--- src/rtl/map_bank_ctl.sv ---
// Bank mapper for SSF-style cartridges: BANKS CPU windows remapped through /TIME-area registers.
// Optional save-state register access is compiled in with `define MAP_BANK_SST_EN.

module map_bank_reg #(
    parameter int                BANK_W  = 5,
    parameter logic [BANK_W-1:0] RST_VAL = '0
) (
    input  logic              clk,
    input  logic              rst_n,
    input  logic              wr_en,
    input  logic [BANK_W-1:0] wr_data,
    output logic [BANK_W-1:0] bank
);

    logic [BANK_W-1:0] bank_q, bank_d;

    always_comb begin
        bank_d = bank_q;
        if (wr_en) bank_d = wr_data;
    end

    always_ff @(posedge clk or negedge rst_n) begin
        if (!rst_n) bank_q <= RST_VAL;
        else        bank_q <= bank_d;
    end

    assign bank = bank_q;

endmodule

module map_bank_ctl #(
    parameter int         BANKS     = 8,
    parameter int         BANK_W    = 5,
    parameter int         PAGE_AW   = 19,
    parameter logic [7:0] REG_BASE  = 8'hF0,
    parameter int         BRAM_PAGE = 31
) (
    input  logic                      clk,
    input  logic                      map_rst_n,
    input  logic [23:0]               cpu_addr,
    input  logic [15:0]               cpu_data,
    input  logic                      reg_ce,
    input  logic                      reg_we,
    input  logic                      sst_act,
    input  logic                      sst_we,
    input  logic [7:0]                sst_addr,
    input  logic [7:0]                sst_di,
    output logic [7:0]                sst_do,
    output logic [PAGE_AW+BANK_W-1:0] phys_addr,
    output logic [1:0]                mem_sel,
    output logic                      cart,
    output logic                      led_r,
    output logic                      wr_on,
    output logic                      lock
);

    localparam int IDX_W = $clog2(BANKS);

    logic [BANKS-1:0][BANK_W-1:0] bank;
    logic [BANKS-1:0][BANK_W-1:0] bank_wd;
    logic [BANKS-1:0]             bank_we;
    logic [3:0]                   ctrl_q, ctrl_d;
    logic [2:0]                   sync_q, sync_d;
    logic [7:0]                   reg_off;
    logic                         hit;
    logic                         wr_pulse;
    logic [IDX_W-1:0]             idx;
    logic [IDX_W-1:0]             win;
    logic [BANK_W-1:0]            page;
    logic [BANK_W-1:0]            sst_bank_wd;
    logic                         sst_on;
    logic                         sst_wr;
    logic                         port_unused;

    // hit is asynchronous to clk; two sync stages plus one history stage for edge detect
    assign reg_off  = {cpu_addr[7:1], 1'b0} & ~8'(2*BANKS-1);
    assign hit      = reg_ce & reg_we & (reg_off == REG_BASE);
    assign sync_d   = {sync_q[1:0], hit};
    assign wr_pulse = sync_q[1] & ~sync_q[2];

    always_ff @(posedge clk or negedge map_rst_n) begin
        if (!map_rst_n) sync_q <= '0;
        else            sync_q <= sync_d;
    end

    assign idx = cpu_addr[IDX_W:1];
    assign win = cpu_addr[PAGE_AW +: IDX_W];

`ifdef MAP_BANK_SST_EN
    assign sst_on = sst_act;
    assign sst_wr = sst_act & sst_we;
`else
    assign sst_on = 1'b0;
    assign sst_wr = 1'b0;
`endif
    assign sst_bank_wd = BANK_W'(sst_di);

    // save-state owns the registers while active; CPU pulses in that window are dropped
    always_comb begin
        bank_we = '0;
        bank_wd = '0;
        ctrl_d  = ctrl_q;
        if (sst_on) begin
            for (int i = 0; i < BANKS; i++) begin
                if (sst_wr && sst_addr == 8'(i)) begin
                    bank_we[i] = 1'b1;
                    bank_wd[i] = sst_bank_wd;
                end
            end
            if (sst_wr && sst_addr == 8'(BANKS)) ctrl_d = sst_di[3:0];
        end else if (wr_pulse) begin
            if (idx == '0) begin
                if (cpu_data[15]) begin
                    bank_we[0] = 1'b1;
                    bank_wd[0] = cpu_data[BANK_W-1:0];
                    ctrl_d     = cpu_data[14:11];
                end
            end else if (!ctrl_q[3]) begin
                bank_we[idx] = 1'b1;
                bank_wd[idx] = cpu_data[BANK_W-1:0];
            end
        end
    end

    always_ff @(posedge clk or negedge map_rst_n) begin
        if (!map_rst_n) ctrl_q <= 4'h0;
        else            ctrl_q <= ctrl_d;
    end

    for (genvar gi = 0; gi < BANKS; gi++) begin : g_bank
        map_bank_reg #(
            .BANK_W (BANK_W),
            .RST_VAL(BANK_W'(gi))
        ) u_bank (
            .clk    (clk),
            .rst_n  (map_rst_n),
            .wr_en  (bank_we[gi]),
            .wr_data(bank_wd[gi]),
            .bank   (bank[gi])
        );
    end

    assign page      = bank[win];
    assign phys_addr = {page, cpu_addr[PAGE_AW-1:0]};

    always_comb begin
        mem_sel = 2'd1;
        if (!page[BANK_W-1])              mem_sel = 2'd0;
        else if (int'(page) >= BRAM_PAGE) mem_sel = 2'd2;
    end

`ifdef MAP_BANK_SST_EN
    always_comb begin
        sst_do = 8'hFF;
        if (sst_addr < 8'(BANKS))       sst_do = 8'(bank[sst_addr[IDX_W-1:0]]);
        else if (sst_addr == 8'(BANKS)) sst_do = {4'h0, ctrl_q};
    end
`else
    assign sst_do = 8'hFF;
`endif

    assign cart  = ctrl_q[0];
    assign led_r = ctrl_q[1];
    assign wr_on = ctrl_q[2];
    assign lock  = ctrl_q[3];

    // address/data bits outside the decoded fields are intentionally ignored
    assign port_unused = ^{cpu_addr, cpu_data, sst_act, sst_we, sst_addr, sst_di};

endmodule

--- config.mk ---
export PLATFORM = sky130hd
export DESIGN_NAME = map_bank_ctl
export DESIGN_NICKNAME = d
export VERILOG_FILES = /design/src/rtl/map_bank_ctl.sv
export SDC_FILE = /design/constraint.sdc
export NUM_CORES = 1
export LEC_CHECK = 0
export CORE_MARGIN = 10
export CORE_UTILIZATION = 38
export CTS_CLUSTER_SIZE = 8
export DETAILED_ROUTE_END_ITERATION = 10
export PLACE_DENSITY = 0.76
export SETUP_SLACK_MARGIN = 0.1
export SKIP_CTS_REPAIR_TIMING = 1
export SLEW_MARGIN = 15
export SYNTH_ARGS = -nofsm -noshare
export SYNTH_HDL_FRONTEND = slang
export SYNTH_SLANG_ARGS = --single-unit
export TNS_END_PERCENT = 20
--- constraint.sdc ---
create_clock -name clk -period 1.9 [get_ports clk]
set_input_delay 0.38 -clock clk [delete_from_list [all_inputs] [get_ports clk]]
set_output_delay 0.38 -clock clk [all_outputs]
set_load 0.005 [all_outputs]
==> metrics.txt <==
Layout area overhead=32.36%; CP peak stage delay=approximately 530 ps; critical-path cell list=buf_2, clkbuf_16, mux4_2, mux2i_4, buf_4, nor4_4, and2_1, buf_2; Register-to-Register Setup Slack=250 ps; Critical Path Most Common Cell=buf_2; Peak Freq=between 400 and 500 MHz; drt pass-1 iters=4; Core Area=5991 um2; fin cells=326; most frequent cells in the layout=dfrtp_1 (35), nand2_1 (28), clkdlybuf4s50_1 (27); Net Switching=480.8 uW; Clock Tree Root=clkbuf_8; CP required=1520 ps; PortBufs=41; type of origin of the critical path=primary input; number of flops mapped to enable cells by yosys=0; Ys Warns=0; Yosys cell types=25; routed via count=around 1600; clock share of power=a little under a third; Yosys reg bits=47; CTS max path bufs=2; commonest non-fill, non-tap cell in the layout=dfrtp_1; Slew Viols, Final=0; vias in the first global route=1594; async set or reset register ratio after synthesis=100.0%; Num CTS Buffers=5; H-tree depth=2; cell-internal power=1472 uW; Sw Share=about a quarter; CP Max Fanout=5; Worst Skew=7.400 ps; Setup WS post-layout=-305.7 ps; CTS sink count=47; share of cells above drive strength 1=40.24%; setup_tns=-1266 ps; Seq/Total Area, Yosys=between 50 and 60%; RSZ-0062 raised after global routing=yes; CTS tree=built; first-pass GRT wire length=between 8 and 9 mm; initial antenna violation count=0; all-layer global routing usage=10.55%; die height=~100 um; grt ovf=0; max-cap violation count=0; FP Rows=28; Design Power=1953 uW; fill count=505; status=finished with violations; largest net degree at the start of global routing=48; most used flip-flop cell after synthesis=dfrtp_1; failing checks=negative setup slack; Tmin final=between 2000 and 2500 ps; drt total wl=5.479 mm; Clock Pin Slew Worst Setup and Hold Paths=roughly 80 ps; post-route ant nets=0; Placed Cells=309; Setup CP Type=primary input to output port; starting density of the core=about two fifths; Crit-path slowest cell=mux4_2; hpwl dp=just over 4 mm; Cells after Synth=196; # diodes=0; DP Worst Slack=-1021 ps; die width=a little under 100 um; Area after DPL=2882 um2; leakage power=0.001524 uW; io pins=100; drt via density=4.929; mean instance size in the synthesized netlist=12.07 um2; DRT iter0 DRCs=124; register area=1191 um2; WP data arrival=1830 ps; DRC=0; Routability Congestion=0.8415; Final Setup Violations=7; crit share post-route=116.1%; Netlist Area Pre-Place=about 2400 um2; Avg WL per Cell=16.81 um; Final #Nets=312; Fin. Hold Viols=0; clk_lat worst skew=300 ps; Worst Setup End Kind=output port; post-route cell area=between 3000 and 4000 um2; multi-input combinational cell area=1021 um2; Flop pwr share=54.7%; worst hold path type=primary input to async pin; worst IR drop on VDD=between 0.3 and 0.4 mV; combinational share of power=14.6%; die area=9782 um2; Pwr Density=623.6 nW/um2
worst paths after layout:
check,cells past startpoint,startpoint,to
max in group asynchronous,2,map_rst_n,g_bank[5].u_bank.bank[0]
min reg2reg,0,sync_q[0],sync_q[1]
min,2,map_rst_n,sync_q[1]
max reg2reg,5,ctrl_q[3],g_bank[1].u_bank.bank[3]
max,8,cpu_addr[19],mem_sel[1]
min in group clk,0,sync_q[0],sync_q[1]
power by group through the flow:
stage	clock [uW]	sequential, uW	combinational [uW]
2_1_floorplan	0	1080	146
3_3_place_gp	0	1090	246
3_5_place_dp	0	1090	254
4_1_cts	618	1070	255
5_1_grt	661	1070	310
6_report	599	1070	285
final cells by class:
type,instances,share of cell area (%)
Clock buffer,5,2.197
Tap cell,75,2.996
Inverter,5,0.5993
Multi-Input combinational cell,118,32.60
Sequential cell,47,38.03
Clock inverter,3,0.5993
Timing Repair Buffer,73,22.97
critical path, delay by kind of cell:
kind	cells	cell delay, ps
multiplexers	2	700
buffers and inverters	4	560
AND/OR/NAND/NOR	2	170
through the flow:
step,util (%),hold slack [ps]
2_1_floorplan,-,84.41
3_3_place_gp,48.10,333.0
3_5_place_dp,48.10,344.2
4_1_cts,49.56,51.62
5_1_grt,52.28,61.30
6_report,52.28,38.12
cell usage after synthesis, types with 3 or more instances:
master | count | area [um2]
mux2_2 | 19 | 214.0
buf_2 | 3 | 15.01
mux2_4 | 4 | 60.06
mux2i_1 | 5 | 50.05
dfstp_2 | 12 | 315.3
inv_1 | 5 | 18.77
o21ai_0 | 20 | 100.1
and2_1 | 6 | 37.54
mux4_2 | 10 | 225.2
buf_4 | 28 | 210.2
nor2_1 | 4 | 15.01
nand2_1 | 28 | 105.1
dfrtp_1 | 35 | 875.8
state kept, by name, indices dropped and copies added (netlist names):
| register | flops |
|---|---|
| sync_q | 3 |
| g_bank.u_bank.bank | 40 |
| ctrl_q | 4 |
per-layer routing:
layer  GRT usage, %  part of all wire, %  up-vias
li1               -                    -      748
met2          16.78                   51       29
met5              0                    0        -
met4          3.528                  1.4        0
met3          3.352                  5.0        8
met1          13.18                   43      822
logic make-up (layout without fill, tap and decap cells):
logic type      count (synthesis)  after routing  share of synthesized area (%)
simple gates                   51             51                          10.95
mux                            39             39                          23.69
flops                          47             47                          50.34
other cells                     1              8                         0.1585
compound gates                 20             20                          4.231
buf+inv                        38             86                          10.63
Note: power is estimated with default switching activity, not from simulation.
